<file path="config.mk">
export PLATFORM = sky130hd
export DESIGN_NAME = game_sequencer
export DESIGN_NICKNAME = d
export VERILOG_FILES = /design/src/rtl/game_pkg.sv /design/src/rtl/game_sequencer_rr_free_picker.sv /design/src/rtl/game_sequencer.sv
export SDC_FILE = /design/constraint.sdc
export NUM_CORES = 1
export LEC_CHECK = 0
export BUFFER_PORTS_ARGS = -buffer_cell sky130_fd_sc_hd__buf_2
export CAP_MARGIN = 30
export CORE_MARGIN = 8
export CORE_UTILIZATION = 39
export DETAILED_ROUTE_END_ITERATION = 8
export PLACE_DENSITY_LB_ADDON = 0.15
export REMOVE_ABC_BUFFERS = 1
export SLEW_MARGIN = 25
export SYNTH_ARGS = -nofsm -noshare
export SYNTH_HDL_FRONTEND = slang
export SYNTH_SLANG_ARGS = --single-unit
</file>
<file path="constraint.sdc">
create_clock -name clk_pix -period 3.6 [get_ports clk_pix]
set_clock_uncertainty 0.05 [all_clocks]
set_input_delay 0.18 -clock clk_pix [delete_from_list [all_inputs] [get_ports clk_pix]]
set_output_delay 0.18 -clock clk_pix [all_outputs]
set_load 0.05 [all_outputs]
</file>
<file path="src/rtl/game_pkg.sv">
// Shared types and widths for the game sequencer and its helpers.
package game_pkg;

    localparam int STATE_W = 2;
    localparam int LIVES_W = 2;

    typedef enum logic [STATE_W-1:0] {
        IDLE = 2'd0,
        PLAY = 2'd1,
        HIT  = 2'd2,
        OVER = 2'd3
    } game_state_t;

endpackage

</file>
<file path="src/rtl/game_sequencer_rr_free_picker.sv">
// Round-robin first-free finder: returns a one-hot grant for the first
// asteroid slot whose enable bit is low, scanning upward from ptr with wrap.
module rr_free_picker #(
    parameter int N     = 10,
    parameter int PTR_W = (N > 1) ? $clog2(N) : 1
) (
    input  logic [N-1:0]     mask,
    input  logic [PTR_W-1:0] ptr,
    output logic             found,
    output logic [N-1:0]     grant
);

    // The free vector is laid out twice so a linear priority scan starting
    // at ptr naturally wraps into the second copy.
    logic [2*N-1:0] dbl;
    logic [2*N-1:0] cand;
    logic [2*N-1:0] hit;

    genvar gi;

    generate
        for (gi = 0; gi < N; gi++) begin : g_dbl
            assign dbl[gi]     = ~mask[gi];
            assign dbl[gi + N] = ~mask[gi];
        end

        for (gi = 0; gi < 2 * N; gi++) begin : g_scan
            // Positions strictly below gi; a candidate wins only if none of
            // those is also a candidate.
            localparam logic [2*N-1:0] BELOW = {(2 * N){1'b1}} >> (2 * N - gi);
            assign cand[gi] = dbl[gi] & ({1'b0, ptr} <= (PTR_W + 1)'(gi));
            assign hit[gi]  = cand[gi] & ~(|(cand & BELOW));
        end

        for (gi = 0; gi < N; gi++) begin : g_fold
            assign grant[gi] = hit[gi] | hit[gi + N];
        end
    endgenerate

    assign found = |cand;

endmodule

</file>
<file path="src/rtl/game_sequencer.sv">
// Frame-rate game controller: state machine, lives, saturating score and
// round-robin asteroid spawn scheduling. All decisions are taken on frame.
module game_sequencer
    import game_pkg::*;
#(
    parameter int ASTEROID_COUNT = 10,
    parameter int LIVES          = 3,
    parameter int SPAWN_PERIOD   = 60,
    parameter int HIT_FRAMES     = 120,
    parameter int SCORE_W        = 10,
    parameter int MAX_SCORE      = 999
) (
    input  logic                      clk_pix,
    input  logic                      rst,
    input  logic                      frame,
    input  logic                      start,
    input  logic                      collision,
    input  logic [ASTEROID_COUNT-1:0] asteroid_shot,
    input  logic [ASTEROID_COUNT-1:0] asteroid_enabled,
    output logic [ASTEROID_COUNT-1:0] asteroid_spawn,
    output logic                      play_en,
    output logic                      blink,
    output logic                      game_over,
    output logic [STATE_W-1:0]        state,
    output logic [SCORE_W-1:0]        score,
    output logic [LIVES_W-1:0]        lives
);

    localparam int PTR_W   = (ASTEROID_COUNT > 1) ? $clog2(ASTEROID_COUNT) : 1;
    localparam int PC_W    = $clog2(ASTEROID_COUNT + 1);
    localparam int SPAWN_W = (SPAWN_PERIOD > 1) ? $clog2(SPAWN_PERIOD) : 1;
    // Keep at least four bits so the blink tap hit_cnt[3] always exists.
    localparam int HIT_W   = ($clog2(HIT_FRAMES) > 4) ? $clog2(HIT_FRAMES) : 4;

    localparam logic [SPAWN_W-1:0] SPAWN_RELOAD = SPAWN_W'(SPAWN_PERIOD - 1);
    localparam logic [HIT_W-1:0]   HIT_RELOAD   = HIT_W'(HIT_FRAMES - 1);
    localparam logic [LIVES_W-1:0] LIVES_INIT   = LIVES_W'(LIVES);
    localparam logic [SCORE_W:0]   SCORE_CAP    = (SCORE_W + 1)'(MAX_SCORE);

    function automatic logic [PC_W-1:0] popcount(input logic [ASTEROID_COUNT-1:0] v);
        return PC_W'($countones(v));
    endfunction

    game_state_t               state_reg, state_next;
    logic [SCORE_W-1:0]        score_reg, score_next;
    logic [LIVES_W-1:0]        lives_reg, lives_next;
    logic [SPAWN_W-1:0]        spawn_cnt_reg, spawn_cnt_next;
    logic [HIT_W-1:0]          hit_cnt_reg, hit_cnt_next;
    logic [PTR_W-1:0]          rr_ptr_reg, rr_ptr_next;
    logic                      start_d_reg;
    logic                      start_pending_reg, start_pending_next;
    logic [ASTEROID_COUNT-1:0] spawn_reg, spawn_next;
    logic                      play_en_reg, play_en_next;
    logic                      blink_reg, blink_next;
    logic                      game_over_reg, game_over_next;

    logic                      start_edge;
    logic [SCORE_W:0]          score_sum;
    logic [SCORE_W-1:0]        score_acc;
    logic                      free_found;
    logic [ASTEROID_COUNT-1:0] free_grant;
    logic [PTR_W-1:0]          grant_next_ptr;

    rr_free_picker #(
        .N     (ASTEROID_COUNT),
        .PTR_W (PTR_W)
    ) u_picker (
        .mask  (asteroid_enabled),
        .ptr   (rr_ptr_reg),
        .found (free_found),
        .grant (free_grant)
    );

    // Pointer to the slot just after the granted one, wrapping to zero.
    always_comb begin
        grant_next_ptr = '0;
        for (int i = 0; i < ASTEROID_COUNT; i++) begin
            if (free_grant[i]) begin
                grant_next_ptr = PTR_W'((i + 1) % ASTEROID_COUNT);
            end
        end
    end

    // Next-state, score/lives bookkeeping and spawn scheduling.
    always_comb begin
        state_next         = state_reg;
        score_next         = score_reg;
        lives_next         = lives_reg;
        spawn_cnt_next     = spawn_cnt_reg;
        hit_cnt_next       = hit_cnt_reg;
        rr_ptr_next        = rr_ptr_reg;
        spawn_next         = '0;

        start_edge         = start & ~start_d_reg;
        start_pending_next = start_pending_reg | start_edge;

        // Sum one bit wider than the score so the clamp sees the overflow.
        score_sum = {1'b0, score_reg} + (SCORE_W + 1)'(popcount(asteroid_shot));
        score_acc = (score_sum > SCORE_CAP) ? SCORE_CAP[SCORE_W-1:0] : score_sum[SCORE_W-1:0];

        case (state_reg)
            IDLE: begin
                if (frame) begin
                    score_next         = '0;
                    lives_next         = LIVES_INIT;
                    // An edge arriving on the frame cycle itself waits for the next frame.
                    start_pending_next = start_edge;
                    if (start_pending_reg) begin
                        state_next     = PLAY;
                        spawn_cnt_next = SPAWN_RELOAD;
                        rr_ptr_next    = '0;
                    end
                end
            end

            PLAY: begin
                // Start presses during a game have no effect.
                start_pending_next = 1'b0;
                if (frame) begin
                    score_next = score_acc;
                    if (collision) begin
                        lives_next = lives_reg - 1'b1;
                        if (lives_reg == LIVES_W'(1)) begin
                            state_next = OVER;
                        end else begin
                            state_next   = HIT;
                            hit_cnt_next = HIT_RELOAD;
                        end
                    end
                    if (spawn_cnt_reg != '0) begin
                        spawn_cnt_next = spawn_cnt_reg - 1'b1;
                    end else if (free_found) begin
                        spawn_next     = free_grant;
                        rr_ptr_next    = grant_next_ptr;
                        spawn_cnt_next = SPAWN_RELOAD;
                    end
                end
            end

            HIT: begin
                start_pending_next = 1'b0;
                if (frame) begin
                    score_next = score_acc;
                    if (hit_cnt_reg == '0) begin
                        state_next = PLAY;
                    end else begin
                        hit_cnt_next = hit_cnt_reg - 1'b1;
                    end
                end
            end

            OVER: begin
                if (frame) begin
                    start_pending_next = start_edge;
                    if (start_pending_reg) begin
                        state_next     = PLAY;
                        score_next     = '0;
                        lives_next     = LIVES_INIT;
                        spawn_cnt_next = SPAWN_RELOAD;
                        rr_ptr_next    = '0;
                    end
                end
            end

            default: state_next = IDLE;
        endcase

        play_en_next   = (state_next == PLAY) || (state_next == HIT);
        game_over_next = (state_next == OVER);
        blink_next     = (state_next == HIT) && hit_cnt_next[3];
    end

    // State and output registers; reset wins over a coincident frame.
    always_ff @(posedge clk_pix) begin
        if (rst) begin
            state_reg         <= IDLE;
            score_reg         <= '0;
            lives_reg         <= LIVES_INIT;
            spawn_cnt_reg     <= SPAWN_RELOAD;
            hit_cnt_reg       <= '0;
            rr_ptr_reg        <= '0;
            start_d_reg       <= 1'b0;
            start_pending_reg <= 1'b0;
            spawn_reg         <= '0;
            play_en_reg       <= 1'b0;
            blink_reg         <= 1'b0;
            game_over_reg     <= 1'b0;
        end else begin
            state_reg         <= state_next;
            score_reg         <= score_next;
            lives_reg         <= lives_next;
            spawn_cnt_reg     <= spawn_cnt_next;
            hit_cnt_reg       <= hit_cnt_next;
            rr_ptr_reg        <= rr_ptr_next;
            start_d_reg       <= start;
            start_pending_reg <= start_pending_next;
            spawn_reg         <= spawn_next;
            play_en_reg       <= play_en_next;
            blink_reg         <= blink_next;
            game_over_reg     <= game_over_next;
        end
    end

    assign state          = state_reg;
    assign score          = score_reg;
    assign lives          = lives_reg;
    assign asteroid_spawn = spawn_reg;
    assign play_en        = play_en_reg;
    assign blink          = blink_reg;
    assign game_over      = game_over_reg;

endmodule

</file>
Word-level counts from Yosys, hierarchy flattened
Cells that the tools add are included.
{"block": "op_classes", "addsub": 13, "n_mul": 0, "div_mod_pow": 0, "n_lt_le_gt_ge": 20, "n_eq_ne": 21, "shifts": 0, "muxes": 50, "bitwise_logic": 83, "n_reduce_logical": 35}
{"cell": "two-way mux 4 bit", "count": 14}
{"cell": "two-way mux 10 bit", "count": 5}
{"cell": "AND 1 bit", "count": 39}
{"cell": "two-way mux 7 bit", "count": 5}
{"cell": "inverter 1 bit", "count": 33}
{"cell": "two-way mux 6 bit", "count": 5}
{"cell": "case mux 10 bit (3 select lines)", "count": 1}
{"cell": "less-or-equal comparator 4 bit, second input constant", "count": 7}
{"cell": "two-way mux 2 bit", "count": 11}
{"cell": "less-or-equal comparator 4 x 5 -> 1 bit, second input constant", "count": 4}
{"cell": "inequality test 2 bit, second input constant", "count": 10}
{"cell": "OR reduction 20 bit", "count": 1}
{"cell": "OR reduction 19 bit", "count": 1}
{"cell": "AND reduction 6 bit", "count": 3}
{"cell": "OR reduction 18 bit", "count": 1}
{"cell": "OR reduction 17 bit", "count": 1}
{"cell": "less-or-equal comparator 4 x 3 -> 1 bit, second input constant", "count": 4}
{"cell": "OR reduction 16 bit", "count": 1}
{"cell": "OR reduction 15 bit", "count": 1}
{"cell": "case mux 7 bit (2 select lines)", "count": 1}
{"cell": "OR reduction 14 bit", "count": 1}
{"cell": "OR reduction 13 bit", "count": 1}
{"cell": "case mux 2 bit (3 select lines)", "count": 2}
{"cell": "case mux 6 bit (2 select lines)", "count": 1}
{"cell": "39 further kinds", "count": 69}
{"block": "word_totals", "regBits": 46, "latchBits": 0, "ramBits": 0, "mem_bits_ro": 0, "in_bits": 25, "output_inout_bits": 27, "memories": 0}

Depth between registers and ports, before layout
Gate-level depths: netlist of run 1.
{"block": "depth", "ltp_word": 20, "mapped_depth": 14, "ltp_nobuf": 14}

Cells and area by module
A second synthesis of run 1 with hierarchy kept.
{"block": "unflattened", "hier_cells": 404, "area_unflattened_um2": 3300.7}
{"module": "game_sequencer", "instances": 1, "cells_each": 326, "area_each_um2": 2812.7}
{"module": "rr_free_picker", "instances": 1, "cells_each": 78, "area_each_um2": 488.0}

Least setup slack after synthesis of run 1
Ideal clock, no wire load.
{"block": "synth_path", "path_kind": "register -> register", "start": "reg score_reg[0], in the netlist score[0]", "end": "reg score_reg[3], in the netlist score[3]", "setup_ps": 61, "t_arrival_ps": 3693, "required_time_ps": 3489, "slack_ps": -204, "stages_incl_launch_ff": 13, "synth_period_minus_slack_ps": 3804, "path_cell_list": "dfxtp_1 inv_1 fa_1 fa_1 fa_1 fa_1 nor2b_1 o22ai_1 o2bb2ai_1 a31oi_1 o22ai_1 a21boi_1 a32o_1"}
{"block": "synth_via", "elab_chain_cells": 5}
{"element": "start, declared", "line_no": "game_sequencer.sv:45", "rtl": "logic [SCORE_W-1:0] score_reg, score_next;"}
{"element": "start signal, assigned", "line_no": "game_sequencer.sv:190", "rtl": "score_reg <= score_next;"}
{"element": "adder 10 x 4 -> 11 bit *", "line_no": "game_sequencer.sv:98", "rtl": "score_sum = {1'b0, score_reg} + (SCORE_W + 1)'(popcount(asteroid_shot));"}
{"element": "greater-than comparator 11 x 10 -> 1 bit", "line_no": "game_sequencer.sv:99", "rtl": "score_acc = (score_sum > SCORE_CAP) ? SCORE_CAP[SCORE_W-1:0] : score_sum[SCORE_W-1:0];"}
{"element": "two-way mux 10 bit *", "line_no": "game_sequencer.sv:99"}
{"element": "two-way mux 10 bit *", "line_no": "game_sequencer.sv:119, game_sequencer.sv:142"}
{"element": "case mux 10 bit (3 select lines) *", "line_no": "game_sequencer.sv:101", "rtl": "case (state_reg)"}
Mark *: on every way between the ends. The rest lies on a longest branch, timed or not. The select of a mux whose other input is x is not followed.
A chain may end at the register's enable or synchronous reset.

Final worst setup path of run 1
{"block": "layout_path", "start": "in asteroid_shot[0]", "end": "reg score_reg[4], in the netlist score[4]"}
{"block": "layout_via", "elab_chain_cells": 9}
{"element": "start, declared", "line_no": "game_sequencer.sv:18", "rtl": "input logic [ASTEROID_COUNT-1:0] asteroid_shot,"}
{"element": "adder 1 x 1 -> 2 bit (implied by the code) *", "line_no": "game_sequencer.sv:41", "rtl": "return PC_W'($countones(v));"}
{"element": "adder 2 x 2 -> 3 bit (implied by the code) *", "line_no": "game_sequencer.sv:41"}
{"element": "adder 3 x 3 -> 4 bit (implied by the code) *", "line_no": "game_sequencer.sv:41"}
{"element": "adder 4 x 2 -> 4 bit (implied by the code) *", "line_no": "game_sequencer.sv:41"}
{"element": "adder 10 x 4 -> 11 bit *", "line_no": "game_sequencer.sv:98"}
{"element": "greater-than comparator 11 x 10 -> 1 bit", "line_no": "game_sequencer.sv:99"}
{"element": "two-way mux 10 bit *", "line_no": "game_sequencer.sv:99"}
{"element": "two-way mux 10 bit *", "line_no": "game_sequencer.sv:119, game_sequencer.sv:142"}
{"element": "case mux 10 bit (3 select lines) *", "line_no": "game_sequencer.sv:101"}
Marked as above.

==> results of run 1 <==
-- timing repair --
action | CTS | global route
gates cloned | 0 | 0
setup buffers | 1 | 2
resized for setup | 3 | 14
pin swaps | 2 | 5
endpoints found under the setup margin | 7 | 7
endpoints found under the hold margin | 0 | 0
hold buffers | 0 | 0
-- cell type report --
cell class / count / area [um^2] / share of cell area, %
clock buffer: 5 / 68.82 / 1.814
multi-input combinational: 315 / 2140 / 56.40
clock inverter: 3 / 23.77 / 0.6266
timing repair buffer: 67 / 381.6 / 10.06
inverter: 34 / 127.6 / 3.364
tap: 105 / 131.4 / 3.463
sequential: 46 / 920.9 / 24.27
-- critical path: stages --
cell and delay, ns:
buf_6 0.09, fa_1 0.54, inv_2 0.04, fa_1 0.52, fa_1 0.44, fa_2 0.36
fa_2 0.38, nor2b_4 0.15, o22ai_2 0.11, o2bb2ai_1 0.14, a31oi_1 0.18, o22ai_2 0.12
a221o_1 0.34, a21oi_2 0.10
-- final timing paths --
path         cells past startpoint              to  slack (ns)        startpoint
max                             14        score[4]        0.09  asteroid_shot[0]
min reg2reg                      2  hit_cnt_reg[1]        0.42    hit_cnt_reg[1]
min                              2     start_d_reg        0.08             start
max reg2reg                     12        score[4]        0.19          score[0]
-- synth_stat cells (4+ instances only) --
cell type  instances
a31oi_1           12
and3_1             5
nor3_1            11
buf_2              4
dfxtp_1           46
nand2b_1           6
clkbuf_1           9
nand3_1           15
o211ai_1           5
o22ai_1            7
o21a_1             5
fa_1               7
nor2_1            35
inv_1             33
a21oi_1           28
ha_1              16
a22oi_1            4
o21ai_0           24
nand4_1            4
o21ai_1            5
nor2b_1           17
nand2_1           37
nor4_1             8
-- power by group through the flow --
stage               Combinational (W)  Clock, W  Sequential (W)
floorplan                    0.000165         0        0.000548
global placement             0.000273         0        0.000533
detailed placement           0.000277         0        0.000533
CTS                          0.000294  0.000343        0.000521
global route                 0.000353  0.000364        0.000522
finish                       0.000316  0.000329        0.000521
-- cell families (layout without fill, tap and decap cells) --
family / after synthesis / count (layout) / synth area share, %
flip-flops: 46 / 46 / 28.87
multiplexers: 3 / 3 / 0.9808
XOR/XNOR: 4 / 4 / 1.099
adder cells (fa/ha/maj): 23 / 23 / 10.67
buffers and inverters: 50 / 109 / 6.277
AND/OR/NAND/NOR: 162 / 162 / 26.29
AO/OA/AOI/OAI: 123 / 123 / 25.81
-- through the flow --
step                power [W]  setup slack, ns
floorplan           0.0007124          -0.2174
global placement    0.0008058          -0.3587
detailed placement  0.0008094          -0.4380
CTS                  0.001158         0.008453
global route         0.001240         -0.05889
finish               0.001166          0.09492
-- layer usage --
| layer | track usage (%) | routed length [um] |
|---|---|---|
| met1 | 18.66 | 3872 |
| met2 | 24.31 | 3940 |
| met3 | 2.964 | 342 |
| met4 | 3.920 | 92 |
| met5 | 0 | 0 |
==> impl_metrics.py, run 1 <==
metrics = {
    "power_and_ir_drop": {
        "swShare_pct": 32.07,
        "leakagePower_nw": 1.610,
        "combPwrFrac_pct": 27.1,
        "intPower_w": 0.0007918,
        "powerDensity_nw_per_um2": 307.2,
        "power_frac_seq_pct": 44.7,
        "power_switching_w": 0.0003737,
        "peakVddDrop_v": 0.0001376,
        "p_clk_share_pct": 28.2,
    },
    "place": {
        "placed_area_um2": 3608,
        "dp.cells": 565,
        "dpl.hpwl_mm": 6.231,
        "gp_congestion": 0.8857,
        "portBuffers": 51,
    },
    "logic_synthesis": {
        "yosys_warnings": 0,
        "synth-edff-count": 0,
        "synth_top_area_cell": "dfxtp_1",
        "yosysSeqAreaShare_pct": 28.87,
        "synthTopCellsByArea": "dfxtp_1, ha_1, a21oi_1, fa_1, nand2_1",
        "ys_seq_elements": 46,
        "netlist_area_um2": 3189,
        "synth_flop_cell": "dfxtp_1",
        "synth.distinct_cells": 71,
        "netlist.area_leader.share_pct": 28.87,
        "syn_avg_cell_area_um2": 7.760,
        "ys_async_sr_fraction_pct": 0,
        "synthCells": 411,
    },
    "final_layout": {
        "final_util_pct": 47.12,
        "layout-drive-gt1-share_pct": 21.70,
        "synthToLayoutAreaGrowth_pct": 18.95,
        "final_area_um2": 3794,
        "nets": 517,
        "fin_cells": 575,
        "layout_common_cells": "buf_2, dfxtp_1, nand2_1",
        "fillers": 841,
        "antenna_cells": 0,
        "layout_commonest_cell": "buf_2",
    },
    "status": {
        "status": "completed",
    },
    "die": {
        "dieWidth_um": 106.4,
        "rows": 33,
        "core_area_um2": 8051,
        "die_y_um": 106.4,
        "die_area_um2": 11330,
        "ioPinCount": 52,
        "start_util_pct": 39.61,
    },
    "timing": {
        "slew_headroom_pct": 34.42,
        "report.final.setup_viol": 0,
        "min_period_ns": 3.505,
        "timing.fmax_ghz": 0.2853,
        "tns_ns": 0,
        "final.period_utilization_pct": 97.36,
        "slew_viol_final": 0,
        "hold-worst-slack_ns": 0.07809,
        "hold_viol_final": 0,
        "rsz0062_at_grt": "yes",
        "tightest_slew_ns": 0.9836,
    },
    "global_routing": {
        "grt_pass1_vias": 2986,
        "grt_max_degree": 23,
        "grt_usage_pct": 14.58,
        "grt_overflow": 0,
        "grt_pass1_wl_mm": 13.96,
        "antenna_found_initial": 0,
    },
    "route": {
        "wl_per_cell_um": 14.34,
        "dr_total_vias": 3117,
        "drtAntennaViolNets": 0,
        "drcViolationCount": 0,
        "wl_mm": 8.247,
        "dr.pass1.iters": 4,
        "drt-initial-drc-count": 115,
        "vias_per_cell": 5.421,
    },
    "worst_setup_path": {
        "cp.arrival_ns": 3.70,
        "crit_required_ns": 3.79,
        "endpoint_kind": "flop",
        "crit_fanout": 3,
        "crit_path_start_kind": "input port",
        "path_class": "in2reg",
    },
    "clock_tree": {
        "cts_tree": "built",
        "clockBufferDepth": 2,
        "htreeDepth": 2,
        "cts.sinks": 46,
        "insertion_delay_ns": 0.30,
        "cts_made_buffers": 5,
        "path_clk_slew_ns": 0.09,
        "clock-root-buffer": "clkbuf_8",
    },
    "job": {
        "drv_cap": 0,
    },
    "worst_hold_path": {
        "holdCritPathClass": "in2reg",
    },
}
No activity file was read; power rests on OpenSTA's default activity.
==> run 2, diff against run 1 <==
- CORE_MARGIN: 8 -> 1.5
- RECOVER_POWER: not set -> 100
==> impl_metrics.py, run 2 (synthesis gave the netlist of run 1 again) <==
metrics = {
    "final_layout": {
        "final_area_um2": 3766,
        "synthToLayoutAreaGrowth_pct": 18.09,
        "nets": 517,
        "layout_common_cells": "dfxtp_1, nand2_1, nor2_1",
        "layout-drive-gt1-share_pct": 14.68,
        "fillers": 829,
        "antenna_cells": 0,
        "layout_commonest_cell": "dfxtp_1",
        "final_util_pct": 48.24,
    },
    "clock_tree": {
        "cts_tree": "built",
        "path_clk_slew_ns": 0.09,
        "htreeDepth": 2,
        "insertion_delay_ns": 0.30,
        "cts_made_buffers": 5,
        "postCtsHoldBufs": 0,
        "clockBufferDepth": 2,
        "clock-root-buffer": "clkbuf_8",
        "cts.sinks": 46,
    },
    "power_and_ir_drop": {
        "peakVddDrop_v": 0.0002105,
        "leakagePower_nw": 1.501,
        "powerDensity_nw_per_um2": 346.5,
        "total_power_w": 0.001305,
    },
    "worst_setup_path": {
        "path_buf_inv": 3,
        "crit_path_top_delay_cell": "fa_1",
        "crit_fanout": 5,
        "cpPeakStageDelay_ns": 0.53,
        "endpoint_kind": "flop",
        "cp_num_cells": 15,
        "path_class": "in2reg",
        "crit_required_ns": 3.74,
        "crit_top_cell": "fa_1",
        "crit_path_start_kind": "input port",
        "crit_family": "adder cells",
        "cp_cell_sequence": "buf_6 -> fa_1 -> inv_1 -> fa_1 -> fa_1 -> fa_2 -> fa_2 -> nor2b_4 -> o211ai_1 -> o2bb2ai_2 -> a31oi_1 -> o22ai_2 -> a21boi_2 -> buf_4 -> a32o_1",
        "reg2reg_depth": 13,
        "cp.arrival_ns": 3.67,
    },
    "route": {
        "vias_per_cell": 5.509,
        "wl_per_cell_um": 14.10,
        "wl_mm": 8.065,
        "drtAntennaViolNets": 0,
        "drt-initial-drc-count": 133,
        "dr_total_vias": 3151,
        "drcViolationCount": 0,
        "dr.pass1.iters": 5,
    },
    "global_routing": {
        "grt_usage_pct": 18.87,
        "grt_max_degree": 23,
        "grt_pass1_vias": 2808,
        "grt_pass1_wl_mm": 13.45,
        "antenna_found_initial": 0,
        "grt_overflow": 0,
    },
    "die": {
        "die_y_um": 93.43,
        "rows": 32,
        "core_area_um2": 7807,
        "dieWidth_um": 93.43,
        "start_util_pct": 40.85,
        "ioPinCount": 52,
        "die_area_um2": 8729,
    },
    "timing": {
        "tightest_slew_ns": 0.7224,
        "rsz0062_at_grt": "yes",
        "min_period_ns": 3.531,
        "hold_viol_final": 0,
        "tns_ns": 0,
        "slew_viol_final": 0,
        "report.final.setup_viol": 0,
        "timing.fmax_ghz": 0.2832,
        "slew_headroom_pct": 51.84,
        "final.period_utilization_pct": 98.09,
    },
    "place": {
        "portBuffers": 51,
        "dpl.hpwl_mm": 6.003,
        "gp_congestion": 0.8562,
        "placed_area_um2": 3605,
    },
    "worst_hold_path": {
        "holdCritPathClass": "in2reg",
        "whs_path_depth": 2,
    },
    "job": {
        "drv_cap": 0,
    },
    "status": {
        "status": "completed",
    },
}
run 2: changes by cell type in the layout (fill, tap and decap cells not counted), moves of 2 or more:
cell / before / now
and2_1: 3 / 0
clkinvlp_4: 2 / 0
bufinv_16: 0 / 2
clkbuf_1: 0 / 29
and2_0: 0 / 3
buf_2: 50 / 23
buf_4: 16 / 14
o21ai_1: 6 / 3
o21ai_0: 23 / 26
run 2: worst paths after layout:
path / start / end / slack [ns]
worst max-delay path: asteroid_shot[0] / score[3] / 0.07
worst min-delay path: start / start_d_reg / 0.07
worst max register to register: score[0] / score[3] / 0.18
worst min register to register: hit_cnt_reg[1] / hit_cnt_reg[1] / 0.42
run 2: layout make-up:
type | instances | area (um^2) | share of cell area [%]
multi-input combinational | 315 | 2107 | 55.95
sequential | 46 | 920.9 | 24.45
timing repair buffer | 67 | 340.3 | 9.037
inverter | 34 | 127.6 | 3.389
tap | 102 | 127.6 | 3.389
clock buffer | 6 | 82.58 | 2.193
clock inverter | 2 | 60.06 | 1.595
run 2: layer usage:
| metal | global-route usage, % | part of all wire [%] |
|---|---|---|
| met3 | 2.846 | 4.3 |
| met5 | 0 | 0 |
| met2 | 29.53 | 46 |
| met4 | 4.798 | 0.97 |
| met1 | 26.92 | 48 |
run 2: through the flow:
step | instances | hold slack [ns] | setup slack, ns
finish | 572 | 0.07282 | 0.06858
global route | 572 | 0.09277 | -0.07012
CTS | 571 | 0.06781 | 0.009892
detailed placement | 562 | 0.3723 | -0.4137
global placement | 562 | 0.3674 | -0.3628
floorplan | 395 | 0.1991 | -0.2174
run 2: where the power goes:
part	switching, W	leakage (nW)	internal [W]
registers	0.00000614	0.372	0.000515
logic	0.000175	1.06	0.000135
clock network	0.000178	0.0714	0.000296
run 2: repair_timing:
action | CTS | global route
pin swaps | 2 | 4
buffers inserted | 1 | 1
gates resized for setup | 3 | 9
setup endpoints to repair | 6 | 8
==> run 3, diff against run 2 <==
- CORE_ASPECT_RATIO: not set -> 0.5
- RECOVER_POWER: 100 -> not set
==> impl_metrics.py, run 3 (synthesis gave the netlist of run 1 again) <==
metrics = {
    "worst_hold_path": {
        "worstHoldEndpoint": "start_d_reg",
        "holdCritPathClass": "in2reg",
        "whs_path_depth": 2,
        "min-delay-start": "start",
    },
    "die": {
        "ioPinCount": 52,
        "start_util_pct": 40.01,
        "die_y_um": 66.95,
        "die_area_um2": 8762,
        "core_area_um2": 7971,
        "rows": 23,
        "dieWidth_um": 130.9,
    },
    "route": {
        "dr.pass1.iters": 6,
        "wl_mm": 8.032,
        "drcViolationCount": 0,
        "dr_total_vias": 3086,
        "wl_per_cell_um": 13.90,
        "drtAntennaViolNets": 0,
        "drt-initial-drc-count": 189,
        "vias_per_cell": 5.339,
    },
    "worst_setup_path": {
        "endpoint_kind": "flop",
        "regToRegStartpoint": "score[0]",
        "ff2ff_setup_slack_ns": 0.16,
        "crit_required_ns": 3.73,
        "r2r_end": "score[3]",
        "reg2reg_depth": 13,
        "path_class": "in2reg",
        "crit_path_start_kind": "input port",
        "cp.arrival_ns": 3.65,
        "crit_fanout": 5,
    },
    "clock_tree": {
        "htreeDepth": 2,
        "cts_made_buffers": 5,
        "path_clk_slew_ns": 0.06,
        "clockBufferDepth": 2,
        "insertion_delay_ns": 0.29,
        "postCtsHoldBufs": 0,
        "clock-root-buffer": "clkbuf_16",
        "cts_tree": "built",
        "cts.sinks": 46,
    },
    "timing": {
        "slew_headroom_pct": 55.10,
        "min_period_ns": 3.522,
        "final.period_utilization_pct": 97.83,
        "tns_ns": 0,
        "worst_slack_ns": 0.07820,
        "rsz0062_at_grt": "yes",
        "hold-worst-slack_ns": 0.1061,
        "hold_viol_final": 0,
        "tightest_slew_ns": 0.6673,
        "timing.fmax_ghz": 0.2839,
        "report.final.setup_viol": 0,
        "slew_viol_final": 0,
    },
    "power_and_ir_drop": {
        "total_power_w": 0.001276,
        "peakVddDrop_v": 0.0001545,
        "powerDensity_nw_per_um2": 335.8,
        "combPwrFrac_pct": 24.8,
        "leakagePower_nw": 1.605,
        "p_clk_share_pct": 34.4,
        "power_switching_w": 0.0003635,
        "power_frac_seq_pct": 40.8,
        "swShare_pct": 28.49,
        "intPower_w": 0.0009125,
    },
    "final_layout": {
        "multiInputGateArea_um2": 2116,
        "nets": 514,
        "layout_common_cells": "buf_2, dfxtp_1, nand2_1",
        "synthToLayoutAreaGrowth_pct": 19.14,
        "fillers": 838,
        "antenna_cells": 0,
        "final_util_pct": 47.67,
        "seq_area_um2": 920.9,
        "layout_commonest_cell": "buf_2",
        "layout-drive-gt1-share_pct": 19.96,
    },
    "status": {
        "status": "completed",
    },
    "place": {
        "gp_congestion": 0.8178,
        "post-place-ws_ns": -0.4449,
        "dpl.hpwl_mm": 5.853,
        "portBuffers": 51,
    },
    "global_routing": {
        "grt_pass1_wl_mm": 13.17,
        "antenna_found_initial": 0,
        "grt_max_degree": 23,
        "grt_pass1_vias": 2788,
        "grt_usage_pct": 18.85,
        "grt_overflow": 0,
    },
    "job": {
        "drv_cap": 0,
    },
}
[run 3: worst max-delay path, cell delays in order]
cell and delay [ns]:
buf_6 0.09, fa_1 0.54, inv_2 0.04, fa_1 0.52, fa_1 0.43, fa_2 0.36, fa_2 0.38, nor2b_4 0.14
buf_6 0.10, o211ai_1 0.08, o2bb2ai_1 0.15, a31oi_1 0.06, o22ai_2 0.19, a21boi_2 0.12, a32o_1 0.26
[run 3: worst max path at each step]
stage	to	slack, ns	startpoint	depth (start not counted)
after detailed placement	score[3]	-0.44	asteroid_shot[0]	14
after CTS	score[3]	-0.007	asteroid_shot[0]	13
after floorplan	score[6]	-0.22	score[0]	12
final	score[3]	0.08	asteroid_shot[3]	15
after global placement	score[3]	-0.37	asteroid_shot[0]	14
after global routing	score[4]	-0.09	asteroid_shot[3]	14
[run 3: repair_timing]
item | 4_1_cts | 5_1_grt
hold endpoints to repair | 0 | 0
pin swaps | 0 | 3
buffers inserted | 0 | 2
gates resized for setup | 3 | 9
endpoints found under the setup margin | 9 | 9
[run 3: cell type report]
class,count,share of cell area (%)
clock buffer,7,3.490
timing repair buffer,64,9.549
sequential,46,24.23
multi-input combinational,315,55.68
tap,112,3.688
inverter,34,3.359
[run 3: per-stage QoR]
step,area (um^2),instances
after floorplan,3117,395
after global placement,3595,569
after detailed placement,3595,569
after CTS,3736,576
after global routing,3800,578
final,3800,578
[run 3: layer usage]
metal | track usage (%) | vias up | share of wire (%)
met5 | 0 | - | 0
met4 | 3.709 | 0 | 0.34
met3 | 3.052 | 3 | 2.8
met2 | 31.25 | 49 | 46
met1 | 25.95 | 1433 | 51
li1 | - | 1601 | -
[run 3: power groups by stage]
stage          clock, W  combinational (W)  sequential [W]
6_report       0.000439           0.000316        0.000521
5_1_grt        0.000475           0.000355        0.000522
4_1_cts        0.000449           0.000292        0.000521
3_5_place_dp          0           0.000285        0.000533
3_3_place_gp          0           0.000287        0.000532
2_1_floorplan         0           0.000165        0.000548
